File: config.mk
export PLATFORM = sky130hd
export DESIGN_NAME = mmio_console_flat
export DESIGN_NICKNAME = d
export VERILOG_FILES = /design/src/rtl/mmio_console_pkg.sv /design/src/rtl/mmio_console_if.sv /design/src/rtl/console_fifo.sv /design/src/rtl/mmio_console.sv /design/src/flat_wrapper.sv
export SDC_FILE = /design/constraint.sdc
export NUM_CORES = 1
export LEC_CHECK = 0
export ABC_CLOCK_PERIOD_IN_PS = 4300
export CORE_ASPECT_RATIO = 0.6
export CORE_MARGIN = 5
export CORE_UTILIZATION = 50
export CTS_BUF_LIST = sky130_fd_sc_hd__clkbuf_16
export CTS_CLUSTER_DIAMETER = 150
export DETAILED_ROUTE_END_ITERATION = 7
export PLACE_DENSITY = 0.84
export SLEW_MARGIN = 20
export SYNTH_ARGS = -nofsm -noshare
export SYNTH_HDL_FRONTEND = slang
export SYNTH_SLANG_ARGS = --single-unit
File: constraint.sdc
create_clock -name clk -period 4.3 [get_ports clk]
set_input_delay 1.29 -clock clk [delete_from_list [all_inputs] [get_ports clk]]
set_output_delay 1.29 -clock clk [all_outputs]
set_load 0.01 [all_outputs]
File: src/rtl/mmio_console_pkg.sv
// Shared offsets, cause codes and status layout for the MMIO console.
package mmio_console_pkg;

    localparam logic [31:0] OFS_HALT      = 32'h0000_0000;
    localparam logic [31:0] OFS_WDT       = 32'h0000_0004;
    localparam logic [31:0] OFS_CH_STRIDE = 32'h0000_0100;

    typedef enum logic [1:0] {
        CAUSE_NONE = 2'd0,
        CAUSE_SW   = 2'd1,
        CAUSE_WDT  = 2'd2
    } cause_e;

    typedef enum logic {
        ST_RUN,
        ST_HALTED
    } state_e;

    localparam int STAT_SPACE = 0;
    localparam int STAT_EMPTY = 1;
    localparam int STAT_OVF   = 2;
    localparam int STAT_CNT   = 8;

    function automatic logic [31:0] ch_status(
        input logic [7:0] cnt,
        input logic       ovf,
        input logic       empty,
        input logic       full
    );
        logic [31:0] s;
        s = '0;
        s[STAT_CNT +: 8] = cnt;
        s[STAT_OVF]      = ovf;
        s[STAT_EMPTY]    = empty;
        s[STAT_SPACE]    = ~full;
        return s;
    endfunction

endpackage

File: src/rtl/mmio_console_if.sv
// MMIO bus plus per-channel TX byte streams of the console.
interface mmio_console_if #(
    parameter int NCH = 2
);
    logic             mmio_oe;
    logic [3:0]       mmio_we;
    logic [31:0]      mem_addr;
    logic [31:0]      mem_wdata;
    logic [31:0]      mem_rdata;
    logic [NCH-1:0]   tx_valid;
    logic [NCH*8-1:0] tx_data;
    logic [NCH-1:0]   tx_ready;

    modport master (
        output mmio_oe, mmio_we, mem_addr, mem_wdata, tx_ready,
        input  mem_rdata, tx_valid, tx_data
    );

    modport slave (
        input  mmio_oe, mmio_we, mem_addr, mem_wdata, tx_ready,
        output mem_rdata, tx_valid, tx_data
    );
endinterface

File: src/rtl/console_fifo.sv
// Byte FIFO for one TX channel with sticky overflow flag.
module console_fifo
    import mmio_console_pkg::*;
#(
    parameter int DEPTH = 16,
    localparam int AW = $clog2(DEPTH),
    localparam int CW = $clog2(DEPTH + 1)
) (
    input  logic          clk,
    input  logic          rst,
    input  logic          push,
    input  logic [7:0]    din,
    input  logic          pop,
    input  logic          ovf_clr,
    output logic [7:0]    dout,
    output logic          full,
    output logic          empty,
    output logic [CW-1:0] count,
    output logic          overflow
);
    logic [7:0]    mem [DEPTH];
    logic [AW-1:0] wptr;
    logic [AW-1:0] rptr;
    logic          do_pop;
    logic          do_push;
    logic          drop;

    assign empty   = (count == '0);
    assign full    = (count == CW'(DEPTH));
    assign do_pop  = pop & ~empty;
    // A pop frees a slot in the same cycle, so a full FIFO still accepts.
    assign do_push = push & (~full | do_pop);
    assign drop    = push & full & ~do_pop;
    assign dout    = mem[rptr];

    always_ff @(posedge clk) begin
        if (rst) begin
            wptr     <= '0;
            rptr     <= '0;
            count    <= '0;
            overflow <= 1'b0;
        end else begin
            if (do_push) wptr <= wptr + 1'b1;
            if (do_pop)  rptr <= rptr + 1'b1;
            count <= count + CW'(do_push) - CW'(do_pop);
            if (drop)         overflow <= 1'b1;
            else if (ovf_clr) overflow <= 1'b0;
        end
    end

    always_ff @(posedge clk) begin
        if (!rst && do_push) mem[wptr] <= din;
    end

endmodule

File: src/rtl/mmio_console.sv
// MMIO console: NCH buffered TX channels, sticky halt register, watchdog.
// Watchdog present only when MMIO_CONSOLE_WDT_EN is defined.
module mmio_console
    import mmio_console_pkg::*;
#(
    parameter int          NCH       = 2,
    parameter int          DEPTH     = 16,
    parameter logic [31:0] BASE_ADDR = 32'hf000_0000
) (
    input  logic               clk,
    input  logic               rst,
    mmio_console_if.slave      bus,
    output logic               halted,
    output logic [1:0]         halt_cause,
    output logic [31:0]        halt_code
);
    localparam int          CW   = $clog2(DEPTH + 1);
    localparam logic [31:0] SPAN = 32'(NCH) * OFS_CH_STRIDE + 32'd4;

    logic [31:0]    offset;
    logic           hit;
    logic           sel_halt;
    logic [NCH-1:0] sel_ch;
    logic           wr_en;
    logic           rd_en;
    logic           sw_halt;
    logic           wdt_fire;

    logic [7:0]     dout  [NCH];
    logic [CW-1:0]  count [NCH];
    logic [NCH-1:0] full;
    logic [NCH-1:0] empty;
    logic [NCH-1:0] ovf;

    state_e         state;
    state_e         state_nxt;
    cause_e         cause_q;
    cause_e         cause_nxt;
    logic [31:0]    code_q;
    logic [31:0]    code_nxt;
    logic [31:0]    rdata_q;
    logic [31:0]    rdata_nxt;
    logic           unused;

    assign offset   = bus.mem_addr - BASE_ADDR;
    assign hit      = offset < SPAN;
    assign sel_halt = hit && (offset[31:2] == OFS_HALT[31:2]);
    assign wr_en    = bus.mmio_oe & bus.mmio_we[0] & hit & ~halted;
    assign rd_en    = bus.mmio_oe & ~bus.mmio_we[0] & hit;
    assign sw_halt  = wr_en & sel_halt;
    assign unused   = ^{offset[1:0], bus.mmio_we[3:1]};

    for (genvar c = 0; c < NCH; c++) begin : g_ch
        localparam logic [31:0] CH_OFS = 32'(c + 1) * OFS_CH_STRIDE;

        assign sel_ch[c] = hit && (offset[31:2] == CH_OFS[31:2]);

        console_fifo #(
            .DEPTH (DEPTH)
        ) u_fifo (
            .clk      (clk),
            .rst      (rst),
            .push     (wr_en & sel_ch[c]),
            .din      (bus.mem_wdata[7:0]),
            .pop      (~empty[c] & bus.tx_ready[c]),
            .ovf_clr  (rd_en & sel_ch[c]),
            .dout     (dout[c]),
            .full     (full[c]),
            .empty    (empty[c]),
            .count    (count[c]),
            .overflow (ovf[c])
        );
    end

    always_comb begin
        bus.tx_valid = '0;
        bus.tx_data  = '0;
        for (int c = 0; c < NCH; c++) begin
            bus.tx_valid[c]       = ~empty[c];
            bus.tx_data[c*8 +: 8] = dout[c];
        end
    end

`ifdef MMIO_CONSOLE_WDT_EN
    logic        sel_wdt;
    logic        wdt_on;
    logic [31:0] wdt_limit;
    logic [31:0] wdt_cnt;

    assign sel_wdt  = hit && (offset[31:2] == OFS_WDT[31:2]);
    assign wdt_on   = (wdt_limit != '0) && !halted;
    assign wdt_fire = wdt_on && (wdt_cnt == wdt_limit - 32'd1);

    always_ff @(posedge clk) begin
        if (rst) begin
            wdt_limit <= '0;
            wdt_cnt   <= '0;
        end else if (wr_en && sel_wdt) begin
            wdt_limit <= bus.mem_wdata;
            wdt_cnt   <= '0;
        end else if (wdt_on) begin
            wdt_cnt <= wdt_cnt + 32'd1;
        end
    end
`else
    assign wdt_fire = 1'b0;
`endif

    always_ff @(posedge clk) begin
        if (rst) begin
            state   <= ST_RUN;
            cause_q <= CAUSE_NONE;
            code_q  <= '0;
        end else begin
            state   <= state_nxt;
            cause_q <= cause_nxt;
            code_q  <= code_nxt;
        end
    end

    // Software halt outranks a coincident watchdog expiry.
    always_comb begin
        state_nxt = state;
        cause_nxt = cause_q;
        code_nxt  = code_q;
        unique case (state)
            ST_RUN: begin
                if (sw_halt) begin
                    state_nxt = ST_HALTED;
                    cause_nxt = CAUSE_SW;
                    code_nxt  = bus.mem_wdata;
                end else if (wdt_fire) begin
                    state_nxt = ST_HALTED;
                    cause_nxt = CAUSE_WDT;
                    code_nxt  = 32'hffff_ffff;
                end
            end
            ST_HALTED: state_nxt = ST_HALTED;
            default:   state_nxt = ST_HALTED;
        endcase
    end

    assign halted     = (state == ST_HALTED);
    assign halt_cause = 2'(cause_q);
    assign halt_code  = code_q;

    always_comb begin
        rdata_nxt = '0;
        if (sel_halt) rdata_nxt = {29'b0, 2'(cause_q), halted};
`ifdef MMIO_CONSOLE_WDT_EN
        if (sel_wdt) rdata_nxt = wdt_limit;
`endif
        for (int c = 0; c < NCH; c++) begin
            if (sel_ch[c]) begin
                rdata_nxt = ch_status(8'(count[c]), ovf[c],
                                      empty[c], full[c]);
            end
        end
    end

    always_ff @(posedge clk) begin
        if (rst)        rdata_q <= '0;
        else if (rd_en) rdata_q <= rdata_nxt;
    end

    assign bus.mem_rdata = rdata_q;

endmodule

File: src/flat_wrapper.sv
// flat-port wrapper written by rule: the top's interface ports become plain ports
module mmio_console_flat import mmio_console_pkg::*;
#(
    parameter int          NCH       = 2,
    parameter int          DEPTH     = 16,
    parameter logic [31:0] BASE_ADDR = 32'hf000_0000
)
  (clk, rst, halted, halt_cause, halt_code, bus_mmio_oe, bus_mmio_we, bus_mem_addr, bus_mem_wdata, bus_tx_ready, bus_mem_rdata, bus_tx_valid, bus_tx_data);
  mmio_console_if #(.NCH(NCH)) bus_i ();
  input  logic clk;
  input  logic rst;
  output logic halted;
  output logic [1:0] halt_cause;
  output logic [31:0] halt_code;
  input wire logic [$bits(bus_i.mmio_oe)-1:0] bus_mmio_oe;
  input wire logic [$bits(bus_i.mmio_we)-1:0] bus_mmio_we;
  input wire logic [$bits(bus_i.mem_addr)-1:0] bus_mem_addr;
  input wire logic [$bits(bus_i.mem_wdata)-1:0] bus_mem_wdata;
  input wire logic [$bits(bus_i.tx_ready)-1:0] bus_tx_ready;
  output wire logic [$bits(bus_i.mem_rdata)-1:0] bus_mem_rdata;
  output wire logic [$bits(bus_i.tx_valid)-1:0] bus_tx_valid;
  output wire logic [$bits(bus_i.tx_data)-1:0] bus_tx_data;
  assign bus_i.mmio_oe = bus_mmio_oe;
  assign bus_i.mmio_we = bus_mmio_we;
  assign bus_i.mem_addr = bus_mem_addr;
  assign bus_i.mem_wdata = bus_mem_wdata;
  assign bus_i.tx_ready = bus_tx_ready;
  assign bus_mem_rdata = bus_i.mem_rdata;
  assign bus_tx_valid = bus_i.tx_valid;
  assign bus_tx_data = bus_i.tx_data;
  mmio_console #(.NCH(NCH), .DEPTH(DEPTH), .BASE_ADDR(BASE_ADDR)) u_core (.clk(clk), .rst(rst), .bus(bus_i), .halted(halted), .halt_cause(halt_cause), .halt_code(halt_code));
endmodule
==> metrics.csv <==
stage,metric,value,unit
run_status,outcome,"complete, no violations",
worst_setup_path,end_kind,output pin,
worst_setup_path,cp_top_family,multiplexers,
detailed_routing,viasPerCell,5.59,
global_routing,grt_pass1_wl,46100,um
clock_tree,clock-root-buffer,clkbuf_16,
clock_tree,cts_tree,done,
floorplanning,die_w,222,um
placement,dp.cells,1330,
power,p_per_area,477,nW/um2
global_routing,grt_overflow,0,
worst_setup_path,crit_required,3010,ps
yosys,synth_ff_type,edfxtp_1,
detailed_routing,post_drt_wl_per_cell,21.6,um
placement,hpwlAfterDp,19100,um
job,maxCapViolations,0,
yosys,synth_edf_count,256,
sta,min_period_over_period,0.947,
clock_tree,cts_resized,0,
floorplanning,initial_utilization,0.508,
yosys,yosys_warnings,0,
finish,area_growth,21.3,%
worst_setup_path,cpMaxStageDelayCell,mux4_2,
clock_tree,cts_sinks,334,
sta,fin_ws,228,ps
sta,tns,0,ps
clock_tree,clk_latency,560,ps
power,p_leak,5.33,nW
floorplanning,die_h,137,um
yosys,synth-xor-area-share,0.00846,
yosys,synth-simple-area-share,0.0763,
finish,diodes,0,
yosys,synthMuxAreaShare,0.135,
global_routing,grt_start_max_net_pins,54,
worst_setup_path,cp_max_fo,32,
worst_setup_path,cp_common_cell,mux4_2,
detailed_routing,ant_nets,0,
sta,maxSlewViolCount,0,
yosys,synth_cell_types,49,
worst_setup_path,slowest_delay,550,ps
finish,fin_nets,1095,
clock_tree,postCtsSetupRepairBufs,0,
worst_setup_path,path_depth,4,
sta,worst_pin_slew,1030,ps
sta,rsz0062_at_grt,false,
worst_setup_path,arrival,2780,ps
yosys,synth.avg_cell_area,16.4,um2
detailed_routing,drtIter0Drc,749,
detailed_routing,drt_pass1_iterations,5,
worst_hold_path,hp-class,flip-flop to flip-flop,
sta,timing_hold_violations_final,0,
worst_setup_path,crit_chain,buf_4 > mux4_2 > mux4_2 > clkdlybuf4s50_1,
finish,fin_util,0.617,
worst_setup_path,start_kind,flip-flop,
placement,pre_cts_slack,-133,ps
power,fin_total_pwr,7.79,mW
floorplanning,rows,46,
floorplanning,core_region_area,26500,um2
power,vdd_drop_max,0.308,mV
global_routing,grt_usage,0.196,
yosys,synth_fa_ha_area_frac,0.0216,
worst_setup_path,cp.buffers_inverters,2,
sta,max-slew-margin-rel,0.314,
yosys,synthArstFlopShare,0,
global_routing,grt_pass1_vias,7990,
worst_setup_path,worstSetupPathType,flip-flop to output pin,
finish,fin_area,16300,um2
yosys,syn_inst,821,
yosys,ys_ff_latch,334,
sta,fmax,246,MHz
worst_setup_path,r2r_cells,14,
clock_tree,clockBufferDepth,3,
sta,finalSetupViolCount,0,
finish,instances_no_fill,1381,
floorplanning,io_pins,158,
yosys,synth_compound_area_frac,0.0388,
detailed_routing,vias,7718,
yosys,ys_seq_area_frac,0.687,
global_routing,antenna_found_initial,0,
detailed_routing,wirelength,29800,um
sta,fin_skew,12.7,ps
clock_tree,cts_htree_levels,1,
floorplanning,die_area,30400,um2
placement,place_congestion,0.822,
clock_tree,numCtsBuffers,28,
yosys,syn_area,13500,um2
yosys,synth_top_family_by_area,multiplexers,
worst_hold_path,hold_depth,2,
finish,drive_gt1_frac,0.200,
placement,place_area,15400,um2
detailed_routing,drc,0,
placement,port_buffers,127,
clock_tree,clk_pin_slew_worst_paths,60,ps
sta,hold_ws,449,ps
sta,post-route-min-period,4070,ps
clock_tree,cts_hold_buf,0,
registers in the layout, summed over array words and instances (netlist names), named ones only:
signal / flops
u_core.g_ch.u_fifo.mem: 256
u_core.halt_code: 32
u_core.halt_cause: 1
u_core.g_ch.u_fifo.count: 10
u_core.g_ch.u_fifo.rptr: 8
u_core.bus.mem_rdata: 8
u_core.g_ch.u_fifo.overflow: 2
u_core.halted: 1
u_core.g_ch.u_fifo.wptr: 8
layout make-up:
cell class / count / area, um2
Fill cell: 1883 / 10100
Sequential cell: 334 / 9250
Multi-Input combinational cell: 428 / 3890
Timing Repair Buffer: 191 / 1770
Clock buffer: 29 / 726
Tap cell: 360 / 450
Clock inverter: 22 / 175
Inverter: 17 / 63.8
path summary, 6_finish.rpt:
path | startpoint | endpoint | slack, ps
max | flip-flop | bus_tx_data[1] | 230
min | u_core.halt_code[31] | u_core.halt_code[31] | 450
max reg2reg | u_core.g_ch[1].u_fifo.count[2] | u_core.g_ch[1].u_fifo.count[4] | 1140
min reg2reg | u_core.halt_code[31] | u_core.halt_code[31] | 450
layer usage:
layer	track usage	up-vias	wire, um
li1	-	3477	-
met1	0.271	3894	12500
met2	0.327	313	14600
met3	0.0504	34	2470
met4	0.0322	0	299
met5	0	-	0
cells in the final DEF (no fill, tap or decap), types with 4 or more instances in the layout:
cell / Yosys / layout
edfxtp_1: 256 / 256
clkdlybuf4s50_1: 0 / 125
mux4_2: 80 / 80
dfxtp_1: 78 / 76
nand2_1: 71 / 71
buf_4: 28 / 62
a21oi_1: 49 / 49
nor2_1: 47 / 47
clkbuf_16: 0 / 29
conb_1: 1 / 25
inv_1: 17 / 24
ha_1: 20 / 20
a22o_1: 12 / 12
o21ai_0: 12 / 12
nand3_1: 11 / 11
nor4_1: 9 / 9
nand2b_1: 7 / 7
xor2_1: 7 / 7
nand4_1: 6 / 6
xnor2_1: 6 / 6
o31ai_1: 6 / 6
or4_1: 6 / 6
nor4b_2: 1 / 5
nor4b_1: 9 / 5
nor2b_1: 5 / 5
clkinv_1: 0 / 4
inv_2: 0 / 4
synthesized netlist by cell type, types with 4 or more instances:
cell type / n / share of area
mux4_2: 80 / 0.13
nand3_1: 11 / 0.0041
edfxtp_1: 256 / 0.57
xnor2_1: 6 / 0.0039
inv_1: 17 / 0.0047
a21oi_1: 49 / 0.018
buf_2: 8 / 0.0030
nand2_1: 71 / 0.020
o31ai_1: 6 / 0.0033
o21ai_0: 12 / 0.0045
nor4_1: 9 / 0.0042
a22o_1: 12 / 0.0078
dfxtp_1: 78 / 0.12
or4_1: 6 / 0.0033
xor2_1: 7 / 0.0046
buf_1: 4 / 0.0011
ha_1: 20 / 0.019
nor2b_1: 5 / 0.0023
buf_4: 28 / 0.016
nor4b_1: 9 / 0.0059
clkbuf_1: 25 / 0.0070
nand2b_1: 7 / 0.0033
nand4_1: 6 / 0.0028
nor2_1: 47 / 0.013
worst min-delay path: stages, from the launching register on:
cell and delay [ps]:
dfxtp_1 310, nand2_1 50, a21oi_1 50
power breakdown:
| part | internal, mW | switching, mW | total, mW |
|---|---|---|---|
| clock network | 1.40 | 1.11 | 2.51 |
| logic | 0.889 | 0.772 | 1.66 |
| registers | 3.54 | 0.0811 | 3.62 |
logic make-up (layout without fill, tap and decap cells):
logic type,after synthesis,in the layout
flops,334,334
simple gates,199,199
compound gates,87,87
buf+inv,83,259
mux,82,82
fa+ha+maj,22,22
xor+xnor,13,13
other cells,1,25
(Power assumes the default switching activity.)
==> RTL edit 1, RTL diff (same flow settings) <==
The option `MMIO_CONSOLE_WDT_EN` is turned on by a define.
--- a/src/rtl/mmio_console.sv
+++ b/src/rtl/mmio_console.sv
@@ -2,2 +2,4 @@
 // Watchdog present only when MMIO_CONSOLE_WDT_EN is defined.
+`define MMIO_CONSOLE_WDT_EN
+
 module mmio_console
Check against the original RTL: not equivalent (Yosys sat finds a counterexample within 4 cycles, from zero or initial values and one cycle with rst high).
==> RTL edit 1 against the original RTL <==
  * Design area grew 32%
  * Clock skew grew 0.014 ns
  * Power grew 21%
  * Sequential power increased by 23%
  * First-iteration DRC count is 81% higher
  * Hold slack better by 0.011 ns
  * Synthesized area increased by 34%
  * Setup slack got worse by 0.049 ns
  * Non-clock buffer count increased by 28
  * Routed wire length grew 56%
  * Via count grew 59%
  * Sequential cell count increased by 89
  * Critical path type unchanged
  * Largest cell class unchanged
  * Largest power group unchanged
  * Highest routed layer is now met5
==> RTL edit 1: results (changes against the original RTL) <==
[outcome]
outcome = completed

[power_and_ir_drop]
p_int_mw = 7.08  ; +21%
peakVddDrop_mv = 0.361  ; +17%
switchingPower_mw = 2.34  ; +19%
seqPwrFrac = 0.474  ; +0.009
p_leak_nw = 7.40  ; +39%
power_clock_mw = 3.32  ; +32%

[logic_synthesis]
syn_inst = 1397  ; +70%
synth.area.top_cells = edfxtp_1, dfxtp_1, mux4_2
seq_area_frac_synth = 0.610  ; -0.0774
synth_xor_area_frac = 0.0421  ; +0.0337
synth_fa_ha_area_frac = 0.0174  ; -0.00414
synth.area.mux_share = 0.105  ; -0.0301
synth_cell_types = 64  ; +31%
synth_common_cells = edfxtp_1, nor2_1, dfxtp_1
synth_compound_area_frac = 0.0694  ; +0.0307

[drt]
wl_per_cell_um = 22.3  ; +3.1%
route.met2.wl_um = 21400  ; +47%
via_per_inst = 5.87  ; +5.1%
dr.max_layer_used = met5
wl_met1_um = 20200  ; +62%
dr_wl_met3_um = 4010  ; +62%

[clocking]
cts_max_level = 2  ; +1

[global_route]
grt_use_total = 0.227  ; +0.0309
grt.met1_usage = 0.331  ; +0.0597
met2_usage = 0.362  ; +0.0351
antenna_found_initial = 2  ; +2
grt_pass1_vias = 12100  ; +51%
grt_max_degree = 73  ; +35%
grt_pass1_wl_um = 71200  ; +54%
groute.layer.met3.usage = 0.0454  ; -0.00500

[critical_path]
reg2reg_to = u_core.halt_code[26]$_SDFFE_PP0P_
r2r_slack_ns = 0.75  ; -0.39 ns
rr_worst_depth = 10  ; -4
max_stage_delay_ns = 0.60  ; +0.05 ns
crit_fanout = 20  ; -38%
r2r_start = u_core.wdt_limit[0]$_SDFFE_PP0P_
path_delay_family = multiplexers

[placement]
dpl_cell_area_sq_um = 20400  ; +32%
place.gp.congestion = 0.947  ; +15%
port_buffers = 152  ; +20%
dp_slack_ns = -0.0725  ; +0.0604 ns
dp_cells = 2016  ; +52%

[hold_path]
hold_end = u_core.halt_code[27]$_SDFFE_PP0P_
hp-class = reg2reg
hold_start = u_core.halt_code[27]$_SDFFE_PP0P_

[sta]
holdWs_ns = 0.461  ; +0.0115 ns
skew_ns = 0.0268  ; +0.0141 ns

[final_layout]
final_nets = 1677  ; +53%
drive_gt1_frac = 0.161  ; -0.0389
final_cell_count_no_fill = 2086  ; +51%

## RTL edit 1: area by class of cell
cell class | count | area [sq um]
clock inverter | 31 | 234
sequential | 423 | 11000
multi-input combinational | 842 | 6530
inverter | 56 | 210
tap | 476 | 596
clock buffer | 39 | 976
timing repair buffer | 219 | 2040
fill | 2716 | 14400
## RTL edit 1: how the worst max path moves through the flow
stage | slack [ns] | end | startpoint
after detailed placement | -0.07 | u_core.g_ch[1].u_fifo.count[4]$_SDFF_PP0_ | bus_mem_addr[4]
after CTS | 0.02 | bus_tx_data[3] | register
after floorplan | 0.29 | u_core.g_ch[1].u_fifo.count[4]$_SDFF_PP0_ | bus_mem_addr[4]
final | 0.18 | bus_tx_data[13] | register
after global placement | -0.03 | u_core.g_ch[0].u_fifo.count[4]$_SDFF_PP0_ | bus_mem_addr[14]
after global routing | 0.03 | bus_tx_data[10] | register
==> RTL edit 2, RTL diff (same flow settings) <==
Made on the original files. Compare `count` against `CW'(DEPTH)` with >= in place of ==.
--- a/src/rtl/console_fifo.sv
+++ b/src/rtl/console_fifo.sv
@@ -28,3 +28,3 @@
     assign empty   = (count == '0);
-    assign full    = (count == CW'(DEPTH));
+    assign full    = (count >= CW'(DEPTH));
     assign do_pop  = pop & ~empty;
Behaviour: no difference found for any inputs over 4 cycles, from zero or initial values and one cycle with rst high; that may be too few to reach the edited logic, so the function may still have changed.
==> RTL edit 2 against the original RTL <==
  * Register-to-register slack improved by 0.12 ns
  * Sequential cell count is the same
  * Maximum frequency fell by 2.3%
  * Core utilization fell by 1.5 points
  * Setup slack got worse by 0.098 ns
  * Clock power is 8% lower
  * Design area grew 1.2%
  * Power down 4.3%
  * Non-clock buffer count decreased by 4
  * Synthesized area rose by 3.0%
  * Sequential share of layout area is 0.69 points lower
  * Die area is 2.9% higher
  * Routed wire length up 5.5%
  * Via count grew 5.9%
  * Critical path type unchanged
  * Largest cell class unchanged
==> RTL edit 2: results (changes against the original RTL) <==
[outcome]
outcome = completed

[final_layout]
final_nets = 1109  ; +1.3%
multi_input_area_sq_um = 4160  ; +6.9%
drive_gt1_frac = 0.196  ; -0.00367

[sta]
fmax_mhz = 240  ; -2.3%
holdWs_ns = 0.467  ; +0.0175 ns

[critical_path]
rr_worst_depth = 13  ; -1
r2r_start = u_core.g_ch[0].u_fifo.count[2]$_SDFF_PP0_
crit_fanout = 13  ; -59%
critical_path_arrival_ns = 2.88  ; +0.10 ns

[drt]
wl_met1_um = 13400  ; +7.2%
via_per_inst = 5.82  ; +4.2%
routed_wl_um = 31500  ; +5.5%
route.met2.wl_um = 15000  ; +2.6%
num_vias = 8170  ; +5.9%

[power_and_ir_drop]
peakVddDrop_mv = 0.369  ; +20%
p_leak_nw = 5.36  ; +0.58%
seqPwrFrac = 0.487  ; +0.022
power_clock_mw = 2.32  ; -8%

[placement]
dp_slack_ns = -0.172  ; -0.0396 ns
dp_cells = 1349  ; +1.4%
place.gp.congestion = 0.856  ; +4.1%

[global_route]
grt_use_total = 0.197  ; +0.000819
grt.met1_usage = 0.288  ; +0.0168
grt_pass1_wl_um = 48100  ; +4.3%
met2_usage = 0.307  ; -0.0204
grt_pass1_vias = 8250  ; +3.3%

[hold_path]
hold_end = u_core.halt_code[19]$_SDFFE_PP0P_
hold_start = u_core.halt_code[19]$_SDFFE_PP0P_

[logic_synthesis]
synth.area.top_cells = edfxtp_1, mux4_2, dfxtp_1
syn_inst = 861  ; +4.9%
seq_area_frac_synth = 0.667  ; -0.0203
synth_cell_types = 53  ; +8.2%
synth_common_cells = edfxtp_1, mux4_2, dfxtp_1

[clocking]
numCtsBuffers = 29  ; +3.6%

RTL edit 2: changes by cell type after synthesis, moves of 11 or more:
cell / unedited run / this run
o31ai_1: 6 / 32
nor2_1: 47 / 26
nand4_1: 6 / 36
o21ai_0: 12 / 1
clkbuf_1: 25 / 45
nand2_1: 71 / 19
nor3_1: 3 / 36
RTL edit 2: final cells by class:
| type | count | area share |
|---|---|---|
| antenna | 1 | 0.000151 |
| clock inverter | 23 | 0.00598 |
| sequential | 334 | 0.560 |
| clock buffer | 29 | 0.0439 |
| inverter | 24 | 0.00545 |
| multi-input combinational | 438 | 0.252 |
| timing repair buffer | 187 | 0.105 |
| tap | 367 | 0.0278 |
RTL edit 2: kinds of logic after synthesis:
group                      synth area share
DFF                                   0.667
buffers and inverters                0.0398
and+or+nand+nor                      0.0801
AOI/OAI and AO/OA                    0.0460
muxes                                 0.140
other                              0.000270
xor gates and xnor gates            0.00631
adders and majority gates            0.0209
